`config.mk`:
```
export PLATFORM = sky130hd
export DESIGN_NAME = hazard_unit_flat
export DESIGN_NICKNAME = d
export VERILOG_FILES = /design/src/rtl/hazard_unit_if.sv /design/src/rtl/hazard_unit.sv /design/src/flat_wrapper.sv
export SDC_FILE = /design/constraint.sdc
export NUM_CORES = 1
export LEC_CHECK = 0
export ABC_AREA = 1
export BUFFER_PORTS_ARGS = -buffer_cell sky130_fd_sc_hd__clkbuf_2
export CAP_MARGIN = 20
export CORE_UTILIZATION = 36
export CTS_CLUSTER_DIAMETER = 150
export DETAILED_ROUTE_END_ITERATION = 6
export PLACE_DENSITY_LB_ADDON = 0.12
export SLEW_MARGIN = 20
export SYNTH_ARGS = -nofsm -noshare
export SYNTH_HDL_FRONTEND = slang
export SYNTH_SLANG_ARGS = --single-unit
```
`constraint.sdc`:
```
create_clock -name clk -period 2.1 [get_ports clk]
set_clock_uncertainty 0.05 [all_clocks]
set_input_delay 0.63 -clock clk [delete_from_list [all_inputs] [get_ports clk]]
set_output_delay 0.63 -clock clk [all_outputs]
set_load 0.02 [all_outputs]
```
`src/rtl/hazard_unit_if.sv`:
```
// Pipeline-to-hazard-unit signal bundle: ID/EX hazard sources in, stall/flush controls out.
// The pipeline side uses the master modport, the hazard unit uses the slave modport.
interface hazard_unit_if #(
    parameter int REG_W = 3
);
    logic [REG_W-1:0] ID_rs1;
    logic [REG_W-1:0] ID_rs2;
    logic             ID_use_rs1;
    logic             ID_use_rs2;
    logic             ID_ret;
    logic             ID_pop;
    logic             EX_memread;
    logic             EX_regwrite;
    logic [REG_W-1:0] EX_rd;
    logic             EX_push;
    logic             EX_branch_taken;
    logic             hazard;
    logic             pc_write;
    logic             ifid_write;
    logic             ifid_flush;
    logic             idex_flush;
    logic             ret_done;
    logic             busy;

    modport master (
        output ID_rs1, ID_rs2, ID_use_rs1, ID_use_rs2, ID_ret, ID_pop,
        output EX_memread, EX_regwrite, EX_rd, EX_push, EX_branch_taken,
        input  hazard, pc_write, ifid_write, ifid_flush, idex_flush, ret_done, busy
    );

    modport slave (
        input  ID_rs1, ID_rs2, ID_use_rs1, ID_use_rs2, ID_ret, ID_pop,
        input  EX_memread, EX_regwrite, EX_rd, EX_push, EX_branch_taken,
        output hazard, pc_write, ifid_write, ifid_flush, idex_flush, ret_done, busy
    );
endinterface

```
`src/rtl/hazard_unit.sv`:
```
// Hazard controller for the 19-bit CPU: load-use stalls, branch flushes, push->pop
// stalls and a RET_LAT-cycle PC hold after RET, all as combinational controls.
module hazard_unit #(
    parameter int REG_W   = 3,
    parameter int RET_LAT = 3
) (
    input  logic         clk,
    input  logic         rst,
    hazard_unit_if.slave hu
);
    localparam int CNT_W = $clog2(RET_LAT) + 1;

    typedef enum logic [0:0] {
        RUN      = 1'b0,
        RET_WAIT = 1'b1
    } state_t;

    state_t           state_r;
    state_t           state_next_s;
    logic [CNT_W-1:0] cnt_r;
    logic [CNT_W-1:0] cnt_next_s;

    logic [REG_W-1:0] id_rs1_s;
    logic [REG_W-1:0] id_rs2_s;
    logic [REG_W-1:0] ex_rd_s;
    logic             load_use_s;

    logic hazard_s;
    logic pc_write_s;
    logic ifid_write_s;
    logic ifid_flush_s;
    logic idex_flush_s;
    logic ret_done_s;
    logic busy_s;

    assign id_rs1_s = hu.ID_rs1;
    assign id_rs2_s = hu.ID_rs2;
    assign ex_rd_s  = hu.EX_rd;

    // Register 0 is an ordinary register here, so no zero-register exclusion.
    assign load_use_s = hu.EX_memread & hu.EX_regwrite &
                        ((hu.ID_use_rs1 & (ex_rd_s == id_rs1_s)) |
                         (hu.ID_use_rs2 & (ex_rd_s == id_rs2_s)));

    // State and RET-latency counter register.
    always_ff @(posedge clk or posedge rst) begin
        if (rst) begin
            state_r <= RUN;
            cnt_r   <= {CNT_W{1'b0}};
        end else begin
            state_r <= state_next_s;
            cnt_r   <= cnt_next_s;
        end
    end

    // Next-state and hazard control decode; reset forces the free-running defaults.
    always_comb begin
        state_next_s = state_r;
        cnt_next_s   = cnt_r;
        hazard_s     = 1'b0;
        pc_write_s   = 1'b1;
        ifid_write_s = 1'b1;
        ifid_flush_s = 1'b0;
        idex_flush_s = 1'b0;
        ret_done_s   = 1'b0;
        busy_s       = 1'b0;
        if (rst) begin
            state_next_s = RUN;
            cnt_next_s   = {CNT_W{1'b0}};
        end else begin
            case (state_r)
                RUN: begin
                    if (hu.EX_branch_taken) begin
                        ifid_flush_s = 1'b1;
                        idex_flush_s = 1'b1;
                    end else if (load_use_s) begin
                        hazard_s     = 1'b1;
                        pc_write_s   = 1'b0;
                        ifid_write_s = 1'b0;
                    end else if (hu.ID_ret) begin
                        // RET itself moves on to EX; only the fetch behind it is dropped.
                        pc_write_s   = 1'b0;
                        ifid_flush_s = 1'b1;
                        cnt_next_s   = CNT_W'(RET_LAT - 1);
                        state_next_s = RET_WAIT;
                    end else if (hu.ID_pop & hu.EX_push) begin
                        hazard_s     = 1'b1;
                        pc_write_s   = 1'b0;
                        ifid_write_s = 1'b0;
                    end else begin
                        state_next_s = RUN;
                    end
                end
                RET_WAIT: begin
                    busy_s       = 1'b1;
                    hazard_s     = 1'b1;
                    pc_write_s   = 1'b0;
                    ifid_flush_s = 1'b1;
                    if (cnt_r != {CNT_W{1'b0}}) begin
                        cnt_next_s = cnt_r - CNT_W'(1);
                    end else begin
                        pc_write_s   = 1'b1;
                        ret_done_s   = 1'b1;
                        state_next_s = RUN;
                    end
                end
                default: begin
                    state_next_s = RUN;
                    cnt_next_s   = {CNT_W{1'b0}};
                end
            endcase
        end
    end

    assign hu.hazard     = hazard_s;
    assign hu.pc_write   = pc_write_s;
    assign hu.ifid_write = ifid_write_s;
    assign hu.ifid_flush = ifid_flush_s;
    assign hu.idex_flush = idex_flush_s;
    assign hu.ret_done   = ret_done_s;
    assign hu.busy       = busy_s;
endmodule

```
`src/flat_wrapper.sv`:
```
// flat-port wrapper written by rule: the top's interface ports become plain ports
module hazard_unit_flat 
#(
    parameter int REG_W   = 3,
    parameter int RET_LAT = 3
)
  (clk, rst, hu_ID_rs1, hu_ID_rs2, hu_ID_use_rs1, hu_ID_use_rs2, hu_ID_ret, hu_ID_pop, hu_EX_memread, hu_EX_regwrite, hu_EX_rd, hu_EX_push, hu_EX_branch_taken, hu_hazard, hu_pc_write, hu_ifid_write, hu_ifid_flush, hu_idex_flush, hu_ret_done, hu_busy);
  hazard_unit_if #(.REG_W(REG_W)) hu_i ();
  input  logic clk;
  input  logic rst;
  input wire logic [$bits(hu_i.ID_rs1)-1:0] hu_ID_rs1;
  input wire logic [$bits(hu_i.ID_rs2)-1:0] hu_ID_rs2;
  input wire logic [$bits(hu_i.ID_use_rs1)-1:0] hu_ID_use_rs1;
  input wire logic [$bits(hu_i.ID_use_rs2)-1:0] hu_ID_use_rs2;
  input wire logic [$bits(hu_i.ID_ret)-1:0] hu_ID_ret;
  input wire logic [$bits(hu_i.ID_pop)-1:0] hu_ID_pop;
  input wire logic [$bits(hu_i.EX_memread)-1:0] hu_EX_memread;
  input wire logic [$bits(hu_i.EX_regwrite)-1:0] hu_EX_regwrite;
  input wire logic [$bits(hu_i.EX_rd)-1:0] hu_EX_rd;
  input wire logic [$bits(hu_i.EX_push)-1:0] hu_EX_push;
  input wire logic [$bits(hu_i.EX_branch_taken)-1:0] hu_EX_branch_taken;
  output wire logic [$bits(hu_i.hazard)-1:0] hu_hazard;
  output wire logic [$bits(hu_i.pc_write)-1:0] hu_pc_write;
  output wire logic [$bits(hu_i.ifid_write)-1:0] hu_ifid_write;
  output wire logic [$bits(hu_i.ifid_flush)-1:0] hu_ifid_flush;
  output wire logic [$bits(hu_i.idex_flush)-1:0] hu_idex_flush;
  output wire logic [$bits(hu_i.ret_done)-1:0] hu_ret_done;
  output wire logic [$bits(hu_i.busy)-1:0] hu_busy;
  assign hu_i.ID_rs1 = hu_ID_rs1;
  assign hu_i.ID_rs2 = hu_ID_rs2;
  assign hu_i.ID_use_rs1 = hu_ID_use_rs1;
  assign hu_i.ID_use_rs2 = hu_ID_use_rs2;
  assign hu_i.ID_ret = hu_ID_ret;
  assign hu_i.ID_pop = hu_ID_pop;
  assign hu_i.EX_memread = hu_EX_memread;
  assign hu_i.EX_regwrite = hu_EX_regwrite;
  assign hu_i.EX_rd = hu_EX_rd;
  assign hu_i.EX_push = hu_EX_push;
  assign hu_i.EX_branch_taken = hu_EX_branch_taken;
  assign hu_hazard = hu_i.hazard;
  assign hu_pc_write = hu_i.pc_write;
  assign hu_ifid_write = hu_i.ifid_write;
  assign hu_ifid_flush = hu_i.ifid_flush;
  assign hu_idex_flush = hu_i.idex_flush;
  assign hu_ret_done = hu_i.ret_done;
  assign hu_busy = hu_i.busy;
  hazard_unit #(.REG_W(REG_W), .RET_LAT(RET_LAT)) u_core (.clk(clk), .rst(rst), .hu(hu_i));
endmodule
```
* Word-level counts from Yosys, hierarchy flattened
Index checks and enable logic that the tools add are counted.
Word-level totals: output and inout port bits 7, word-level logic and storage cells 58, bits of input ports 19, bits in registers 4
Cells by class: bitwise gates (word level) 7, reductions and logical operators 2, $add $sub $neg 1, equality and inequality tests 6, mux-type cells 40
Operator list (number):
- 1-bit 2-to-1 mux | 30
- 3-bit 2-to-1 mux | 5
- 3-bit != test, second input constant | 4
- 1-bit case mux with 2 select lines | 4
- 3-bit equality test | 2
- 3-bit case mux with 2 select lines | 1
- 1-bit bitwise AND | 5
- 4-bit AND reduction | 1
- 3-bit nonzero test | 1
- 3-bit by 1-bit subtractor with 3-bit output, second input constant | 1
- 1-bit inverter | 1
- 1-bit OR | 1

* Depth between registers and ports, before layout
Gate-level depths: netlist of the first run.
depth after elaboration 8, depth in mapped cells 11, mapped depth without buffers 11

* Worst setup path before layout of the first run
No wires, ideal clock.
kind input -> output, start point input hu_ID_rs1[2], end point output hu_ifid_flush, path buffers 0, path slack 17 ps, required time 1420 ps, stages on the path 9, data arrival time 1403 ps, cell sequence inv_1 nand2_1 nand2_1 nor2_1 nand2_1 nand2_2 nand2_2 nand2_1 a21oi_1
On the way: longest elaborated chain between the ends 8
Ends and longest elaborated chain:
- start: declaration | RTL line flat_wrapper.sv:11 | input wire logic [$bits(hu_i.ID_rs1)-1:0] hu_ID_rs1;
- 3-bit equality test | RTL line hazard_unit.sv:42 | ((hu.ID_use_rs1 & (ex_rd_s == id_rs1_s)) |
- 1-bit bitwise AND | RTL line hazard_unit.sv:42
- 1-bit OR | RTL line hazard_unit.sv:42
- 1-bit bitwise AND | RTL line hazard_unit.sv:41 | assign load_use_s = hu.EX_memread & hu.EX_regwrite &
- 1-bit 2-to-1 mux | RTL line hazard_unit.sv:76 | end else if (load_use_s) begin
- 1-bit 2-to-1 mux | RTL line hazard_unit.sv:73 | if (hu.EX_branch_taken) begin
- 1-bit case mux with 2 select lines | RTL line hazard_unit.sv:71 | case (state_r)
- 1-bit 2-to-1 mux | RTL line hazard_unit.sv:67 | if (rst) begin
- end: declaration | RTL line flat_wrapper.sv:25 | output wire logic [$bits(hu_i.ifid_flush)-1:0] hu_ifid_flush;
Every way passes these cells.

* Final worst setup path of the first run
start point input hu_EX_rd[2], end point output hu_pc_write
On the way: longest elaborated chain between the ends 8, elaborated cells on any way between the ends 10, classes of those cells eq/ne: 2; mux: 4; bitwise: 4
Ends and longest elaborated chain:
- start: declaration | RTL line flat_wrapper.sv:19 | input wire logic [$bits(hu_i.EX_rd)-1:0] hu_EX_rd;
- 3-bit equality test, on equally long branches | RTL line hazard_unit.sv:42, hazard_unit.sv:43
- 1-bit bitwise AND, on equally long branches | RTL line hazard_unit.sv:42, hazard_unit.sv:43
- 1-bit OR * | RTL line hazard_unit.sv:42
- 1-bit bitwise AND * | RTL line hazard_unit.sv:41
- 1-bit 2-to-1 mux * | RTL line hazard_unit.sv:76
- 1-bit 2-to-1 mux * | RTL line hazard_unit.sv:73
- 1-bit case mux with 2 select lines * | RTL line hazard_unit.sv:71
- 1-bit 2-to-1 mux * | RTL line hazard_unit.sv:67
- end: declaration | RTL line flat_wrapper.sv:23 | output wire logic [$bits(hu_i.pc_write)-1:0] hu_pc_write;
Mark *: on every way between the ends. The rest lies on a longest branch, timed or not.

==> metrics.txt, run 1 <==
non-filler cells, final=133; met1 Use GR=16.4%; Max stage delay on crit path=0.15 ns; leakage=0.475 nW; routing usage on met3=6.25%; drt wl/cell=8.11 um; flip-flop and latch area=100 um^2; die area=0.00155 mm^2; Worst setup SP type=input port; Clk Latency, worst-skew pair=0.22 ns; Power Dens Cells=415 mW/mm^2; setup violators final=4; Hold-fix buffers, CTS=0; Synth Area per Inst=5.60 um^2; CP most frequent cell=nand2_1; Iter 0 DRT Violations=16; PnR worst setup slack=-0.128 ns; Finished Core Util=60.0%; first-pass GRT wire length=1730 um; slowest CP cell=clkbuf_8; CP Class=input port to output port; dpl ws=-0.155 ns; largest net degree at the start of global routing=9; Slew @ Worst Pin=0.248 ns; dominant cell type by area after synthesis=nand2_1; syn_nets=111; Initial Util=38.8%; DIE HEIGHT=39.4 um; clock-pin transition on the worst setup and hold timing paths=0.03 ns; crit path time final=2.23 ns; Placeable Area=0.00130 mm^2; GR Util met2=29.5%; GR peak layer=met2; #FFs+latches synth=4; vias in the first global route=509; Hold Violations, Final=0; Max-Cap Viols=0; DR DRC count=0; H-tree lvl count=1; crit path max fanout=4; via count=610; CTS Sinks=4; initial antenna violation count=0; FILL cells=130; asr flop ratio synth=100%; router iterations before antenna repair=4; WL final=1080 um; WP buf/inv=3; Yosys top cell area share=24.6%; routability-driven placement congestion ratio=0.682; multi-input logic area=335 um^2; Post-synth EDFFs=0; Post-DP HPWL=888 um; Crit. End Element=output port; Rel. slew slack=83.5%; Antenna Nets Post-Route=0; post-synth cell types=17; CP Data Arrival Time=1.55 ns; Overflow after GRT=0; Critical Path RT=1.42 ns; dpl cells=130; total global-route track usage=16.5%; antenna diode count=0; Vias per Instance=4.59; Crit path max-delay family=simple AND/OR/NAND/NOR gates; post-route clock period utilization=106%; final net count=141; worst-case vdd ir drop=0.208 mV; Max clock buf depth=2; I/O pin cnt=26; Area Overhead vs Synth=54.8%; largest cells by area after synthesis=nand2_1 (25%), dfrtp_1 (20%), inv_1 (12%), nor2_1 (8.2%), ha_1 (5.0%); Seq/Total Area, Yosys=19.9%; Synth Warn #=0; f_max=449 MHz; clock root buffer=clkbuf_4; Synth Flop Type=dfrtp_1; failing checks=negative setup slack; Die Wd=39.4 um; Mapped Cells=90; status=finished with violations; Hold WC Path Type=flop to flop; std cell rows=13; unrepaired setup endpoints after global routing=yes; Netlist Area Pre-Place=504 um^2; IO buf count=25; TritonCTS buffer count=3; Max Slew Vio Count=0; cell breakdown of the critical path=buf_8 -> inv_2 -> nand2_1 -> nand2_1 -> nor2_1 -> nand2_2 -> nand2_2 -> nand2_4 -> nand2_2 -> nand2_1 -> nand2_1 -> nand2_1 -> clkbuf_8; CTS tree=yes; share of cells above drive strength 1=44.9%
## synth_stat cells (all sizes together) (2+ instances only)
cell   instances
a21oi          4
ha             2
nand4          3
nand2         36
inv           19
nor2          12
nand3          5
dfrtp          4
## worst reg2reg max path, delay by kind of cell, from the launching register on
kind	cells	cell delay, ns
buf+inv	2	0.17
flops	1	0.36
fa+ha+maj	2	0.37
simple gates	5	0.36
## report_power, final
group	total [mW]	internal (mW)	switching, mW
Combinational	0.144	0.0707	0.0734
Clock	0.0886	0.0635	0.0251
Sequential	0.0914	0.0849	0.00646
## per-stage QoR
stage / cell area, um^2 / power [mW] / hold slack (ns) / setup TNS, ns
after CTS: 713 / 0.314 / 0.422 / -0.440
after global routing: 781 / 0.359 / 0.433 / -0.807
final: 781 / 0.324 / 0.417 / -0.389
after global placement: 651 / 0.212 / 0.414 / -0.432
after detailed placement: 651 / 0.213 / 0.414 / -0.481
after floorplan: 504 / 0.172 / 0.392 / 0
## sequential cells by signal, summed over array words and instances (netlist names)
signal,cells
u_core.state_r,1
u_core.cnt_r,3
## cell families (layout without fill, tap and decap cells)
group / count (synthesis) / in the layout / share of synthesized area, %
AO/OA/AOI/OAI: 6 / 6 / 7.20
adder cells (fa/ha/maj): 2 / 2 / 4.96
buffers and inverters: 21 / 49 / 18.6
flip-flops: 4 / 4 / 19.9
AND/OR/NAND/NOR: 57 / 57 / 49.4
## metal layers
metal / wire length [um] / up-vias
met4: 0 / 0
met1: 450 / 264
li1: - / 330
met2: 578 / 16
met5: 0 / -
met3: 49 / 0
## cells in the final DEF (no fill, tap or decap), drive strengths merged
master	netlist	layout
inv	19	19
buf	1	11
a211oi	1	1
clkbuf	0	18
nor3	1	1
dfrtp	4	4
o21ai	1	1
nand4	3	3
nand3	5	5
bufinv	1	1
ha	2	2
a21oi	4	4
nor2	12	12
nand2	36	36
## final cells by class
class	instances	share of cell area [%]
Multi-Input combinational cell	65	42.9
Timing Repair Buffer	26	27.2
Sequential cell	4	12.8
Inverter	20	11.7
Clock buffer	3	2.88
Tap cell	15	2.40
## repair_timing
action                                  in CTS  in global routing
pin swaps                                    3                 15
buffers inserted                             0                  0
endpoints found under the setup margin       4                  5
resized for setup                           10                 25
hold endpoints to repair                     0                  0
## worst paths after layout
path                            startpoint              end  slack, ns  depth (start not counted)
min                        u_core.cnt_r[1]  u_core.cnt_r[1]       0.42                          2
min in group asynchronous              rst   u_core.state_r       0.45                          3
min reg2reg                u_core.cnt_r[1]  u_core.cnt_r[1]       0.42                          2
max in group asynchronous              rst  u_core.cnt_r[1]       1.45                          3
max reg2reg                u_core.cnt_r[0]  u_core.cnt_r[0]       0.68                          9
max                            hu_EX_rd[2]      hu_pc_write      -0.13                         13
Note: power is estimated with default switching activity, not from simulation.
==> run 2: changes to the inputs <==
clock period = 2.24 ns   (was 2.1 ns; I/O delays follow)
==> run 2 against run 1 <==
The run still ends with negative setup slack left; critical path depth is 1 lower; first-iteration DRC count is 50% lower; critical path type unchanged; core utilization up 2.5 points; routed wire length increased by 7.2%; sequential cell count is the same; worst hold slack got worse by 0.0025 ns; clock power is 2% lower; non-clock buffer count increased by 1; clock-buffer cell count is the same; sequential power shrank 6.2%; die area did not move; via count up 1.8%.
==> metrics.txt, run 2 (synthesis gave the netlist of run 1 again) <==
f_max=435 MHz; commonest cells after routing, fill and taps aside=nand2_1 (21), nand2_2 (14), clkbuf_2 (13); Max clock buf depth=2; Die Wd=39.4 um; largest net degree at the start of global routing=9; post-route clock period utilization=103%; CTS tree=yes; unrepaired setup endpoints after global routing=yes; Hold Violations, Final=0; std cell rows=13; Hold-fix buffers, CTS=0; leakage=0.484 nW; router iterations before antenna repair=4; DIE HEIGHT=39.4 um; multi-input logic area=354 um^2; Max Slew Vio Count=0; cell breakdown of the critical path=buf_6 -> nand2_1 -> nand2_1 -> nor2_1 -> nand2_2 -> nand2_2 -> nand2_4 -> nand2_2 -> nand2_1 -> nand2_1 -> nand2_1 -> clkbuf_8; Vias per Instance=4.63; Antenna Nets Post-Route=0; via count=621; status=finished with violations; Overflow after GRT=0; DR DRC count=0; drt wl/cell=8.63 um; Reg with most FFs=u_core.cnt_r; Initial Util=38.8%; slowest CP cell=clkbuf_8; CP most frequent cell=nand2_1; non-filler cells, final=134; IO buf count=25; commonest non-fill, non-tap cell in the layout=nand2_1; CP Class=input port to output port; Max-Cap Viols=0; TritonCTS buffer count=3; Max stage delay on crit path=0.16 ns; vias in the first global route=477; total global-route track usage=15.5%; largest registers=u_core.cnt_r: 3 flops, u_core.state_r: 1 flops; share of cells above drive strength 1=52.9%; Worst setup SP type=input port; clock root buffer=clkbuf_4; PnR worst setup slack=-0.0586 ns; Slew @ Worst Pin=0.241 ns; H-tree lvl count=1; Largest register FFs=3; Area Overhead vs Synth=61.3%; first-pass GRT wire length=1720 um; failing checks=negative setup slack; Placeable Area=0.00130 mm^2; flip-flop and latch area=100 um^2; final net count=142; initial antenna violation count=0; routability-driven placement congestion ratio=0.675; Rel. slew slack=83.9%; dpl cells=130; worst-case vdd ir drop=0.222 mV; clock-pin transition on the worst setup and hold timing paths=0.03 ns; setup violators final=3; Critical Path RT=1.52 ns; Iter 0 DRT Violations=8; antenna diode count=0; CTS Sinks=4; Post-DP HPWL=870 um; I/O pin cnt=26; Power Dens Cells=389 mW/mm^2; FILL cells=132; WL final=1160 um; crit path time final=2.30 ns; Crit. End Element=output port; crit path max fanout=4; die area=0.00155 mm^2; dpl ws=-0.105 ns; CP Data Arrival Time=1.58 ns; Clk Latency, worst-skew pair=0.23 ns; Hold WC Path Type=flop to flop
[run 2: cell types whose count changed in the layout (fill, tap and decap cells not counted), moves of 2 or more]
cell / delta
inv_2: +2
nand2_1: -5
inv_1: -2
nand2_2: +5
[run 2: metal layers]
metal	track usage, %	vias up	part of all wire [%]
met5	0	-	0
met4	5.17	0	0
met3	1.14	0	4.7
met2	28.7	18	54
met1	18.4	272	41
li1	-	331	-
[run 2: cell type report]
cell class | count | area share (%)
clock buffers | 3 | 2.77
inverters | 20 | 11.2
multi-input cells | 65 | 43.5
flip-flops and latches | 4 | 12.3
well taps | 15 | 2.31
repair buffers | 27 | 27.8
[run 2: worst paths after layout]
kind	end	cells after the start	slack (ns)	startpoint
max in group asynchronous	u_core.cnt_r[2]	3	1.57	rst
max	hu_pc_write	12	-0.06	hu_EX_rd[1]
max reg2reg	u_core.cnt_r[2]	9	0.81	u_core.cnt_r[0]
min	u_core.cnt_r[1]	2	0.41	u_core.cnt_r[1]
min in group asynchronous	u_core.state_r	3	0.47	rst
min reg2reg	u_core.cnt_r[1]	2	0.41	u_core.cnt_r[1]
[run 2: where the power goes]
| part | switching [mW] | total (mW) | leakage, nW | internal, mW |
|---|---|---|---|---|
| registers | 0.00609 | 0.0857 | 0.0529 | 0.0796 |
| logic | 0.0737 | 0.144 | 0.417 | 0.0702 |
| clock network | 0.0269 | 0.0867 | 0.0138 | 0.0598 |
| total | 0.107 | 0.316 | 0.484 | 0.210 |
[run 2: what timing repair did]
action                                  CTS  global route
setup buffers                             1             0
pin swaps                                 3            19
gates resized for setup                  13            31
endpoints found under the setup margin    4             4
[run 2: critical path, delay by kind of cell]
kind,cells,cell delay (ns)
AND/OR/NAND/NOR,10,0.64
buffers and inverters,2,0.26
[run 2: per-stage QoR]
stage | instance area (um^2) | utilization [%] | TNS, ns | total power, mW | hold WS, ns
2_1_floorplan | 504 | - | 0 | 0.161 | 0.392
3_3_place_gp | 651 | 50.0 | -0.209 | 0.199 | 0.413
3_5_place_dp | 651 | 50.0 | -0.271 | 0.199 | 0.417
4_1_cts | 732 | 56.3 | -0.188 | 0.300 | 0.424
5_1_grt | 813 | 62.5 | -0.459 | 0.341 | 0.439
6_report | 813 | 62.5 | -0.103 | 0.316 | 0.414
==> run 3: changes to the inputs <==
CORE_MARGIN = 2   (was unset)
==> run 3 against run 2 <==
The run still ends with negative setup slack left; fmax fell by 1.0%; global-route usage fell by 1.5 points; sequential power barely moved; cell area fell by 6.0%; first-iteration DRC count fell by 38%; final cell count did not move; die area rose by 10%; combinational power fell by 8%; non-clock buffer count did not move; worst hold slack improved by 0.00099 ns.
==> metrics.txt, run 3 (synthesis gave the netlist of run 1 again) <==
CP Class=input port to output port; worst-case vdd ir drop=0.200 mV; Total Power=304 uW; Max clock buf depth=2; initial antenna violation count=0; Iter 0 DRT Violations=5; crit path max fanout=4; Max Slew Vio Count=0; Rel. slew slack=83.8%; commonest non-fill, non-tap cell in the layout=nand2_1; status=finished with violations; largest registers=u_core.cnt_r: 3 flops, u_core.state_r: 1 flops; TritonCTS buffer count=3; vias in the first global route=508; failing checks=negative setup slack; CTS tree=yes; worst r2r src=u_core.cnt_r[0]; Critical Path RT=1.52 ns; Reg with most FFs=u_core.cnt_r; WL final=1130 um; f_max=431 MHz; Post-DP HPWL=927 um; post-route clock period utilization=104%; Hold WC Path Type=flop to flop; std cell rows=13; flip-flop and latch area=100 um^2; Area Overhead vs Synth=51.6%; setup violators final=3; Placeable Area=0.00130 mm^2; IO buf count=25; via count=607; Initial Util=38.8%; H-tree lvl count=1; largest net degree at the start of global routing=9; Power Dens Cells=398 mW/mm^2; Worst setup SP type=input port; DIE HEIGHT=41.4 um; Clk Latency, worst-skew pair=0.23 ns; Setup crit start=hu_EX_rd[2]; Post-CTS Setup Bufs=0; antenna diode count=0; leakage=0.480 nW; PnR worst setup slack=-0.0820 ns; FILL cells=146; die area=0.00172 mm^2; final net count=142; first-pass GRT wire length=1960 um; I/O pin cnt=26; dpl ws=-0.102 ns; worst hold start=u_core.cnt_r[2]; unrepaired setup endpoints after global routing=yes; crit path time final=2.32 ns; Hold Violations, Final=0; clock root buffer=clkbuf_4; clock-pin transition on the worst setup and hold timing paths=0.04 ns; router iterations before antenna repair=4; Finished Core Util=58.8%; Crit. End Element=output port; commonest cells after routing, fill and taps aside=nand2_1 (31), clkbuf_2 (15), inv_1 (12); Vias per Instance=4.53; Slew @ Worst Pin=0.243 ns; Largest register FFs=3; Die Wd=41.4 um; CP Data Arrival Time=1.60 ns; Antenna Nets Post-Route=0; DR DRC count=0; drt wl/cell=8.46 um; routability-driven placement congestion ratio=0.774; share of cells above drive strength 1=40.3%; multi-input logic area=324 um^2; Overflow after GRT=0; Max-Cap Viols=0; total global-route track usage=14.1%; CTS Sinks=4; setup TNS=-0.171 ns
-- run 3: routing by layer --
metal  track usage, %  vias up  part of all wire, %
met5                0        -                    0
met4             5.81        0                  1.5
met3             3.04        2                  5.4
met2             23.8       15                   53
met1             17.2      258                   40
li1                 -      332                    -
-- run 3: worst paths after layout --
kind | endpoint | slack [ns] | cells past startpoint
setup / recovery | hu_hazard | -0.08 | 11
hold / removal | u_core.cnt_r[2] | 0.42 | 2
setup reg to reg | u_core.cnt_r[0] | 0.83 | 9
hold reg to reg | u_core.cnt_r[2] | 0.42 | 2
max in group asynchronous | u_core.cnt_r[0] | 1.55 | 3
min in group asynchronous | u_core.cnt_r[2] | 0.50 | 3
-- run 3: stage by stage --
stage,hold WS (ns),cells,cell area [um^2]
final,0.415,134,764
after detailed placement,0.413,131,658
after CTS,0.420,134,718
after global routing,0.438,134,764
after global placement,0.414,131,658
after floorplan,0.392,90,504
-- run 3: critical path: stages --
cell and delay [ns]:
buf_8 0.10, nand2_1 0.05, nand2_1 0.05, nor2_1 0.13
nand2_2 0.06, nand2_2 0.09, nand2_4 0.07, o21ai_2 0.07
nand3_1 0.09, nand2_1 0.08, clkbuf_8 0.14
-- run 3: layout make-up --
class                           count  share of cell area (%)
Inverter                           20                    11.6
Clock buffer                        3                    2.95
Multi-Input combinational cell     65                    42.4
Tap cell                           15                    2.45
Sequential cell                     4                    13.1
Timing Repair Buffer               27                    27.5
-- run 3: repair_timing --
action / CTS / global route
hold buffers: 0 / 0
pin swaps: 1 / 12
endpoints found under the setup margin: 4 / 4
cloned: 0 / 0
resized for setup: 10 / 17
-- run 3: power breakdown --
part / leakage (nW) / total (mW) / internal (mW) / switching [mW]
Clock: 0.0138 / 0.0865 / 0.0597 / 0.0267
Sequential: 0.0529 / 0.0855 / 0.0796 / 0.00591
Combinational: 0.413 / 0.132 / 0.0641 / 0.0681
Total: 0.480 / 0.304 / 0.203 / 0.101
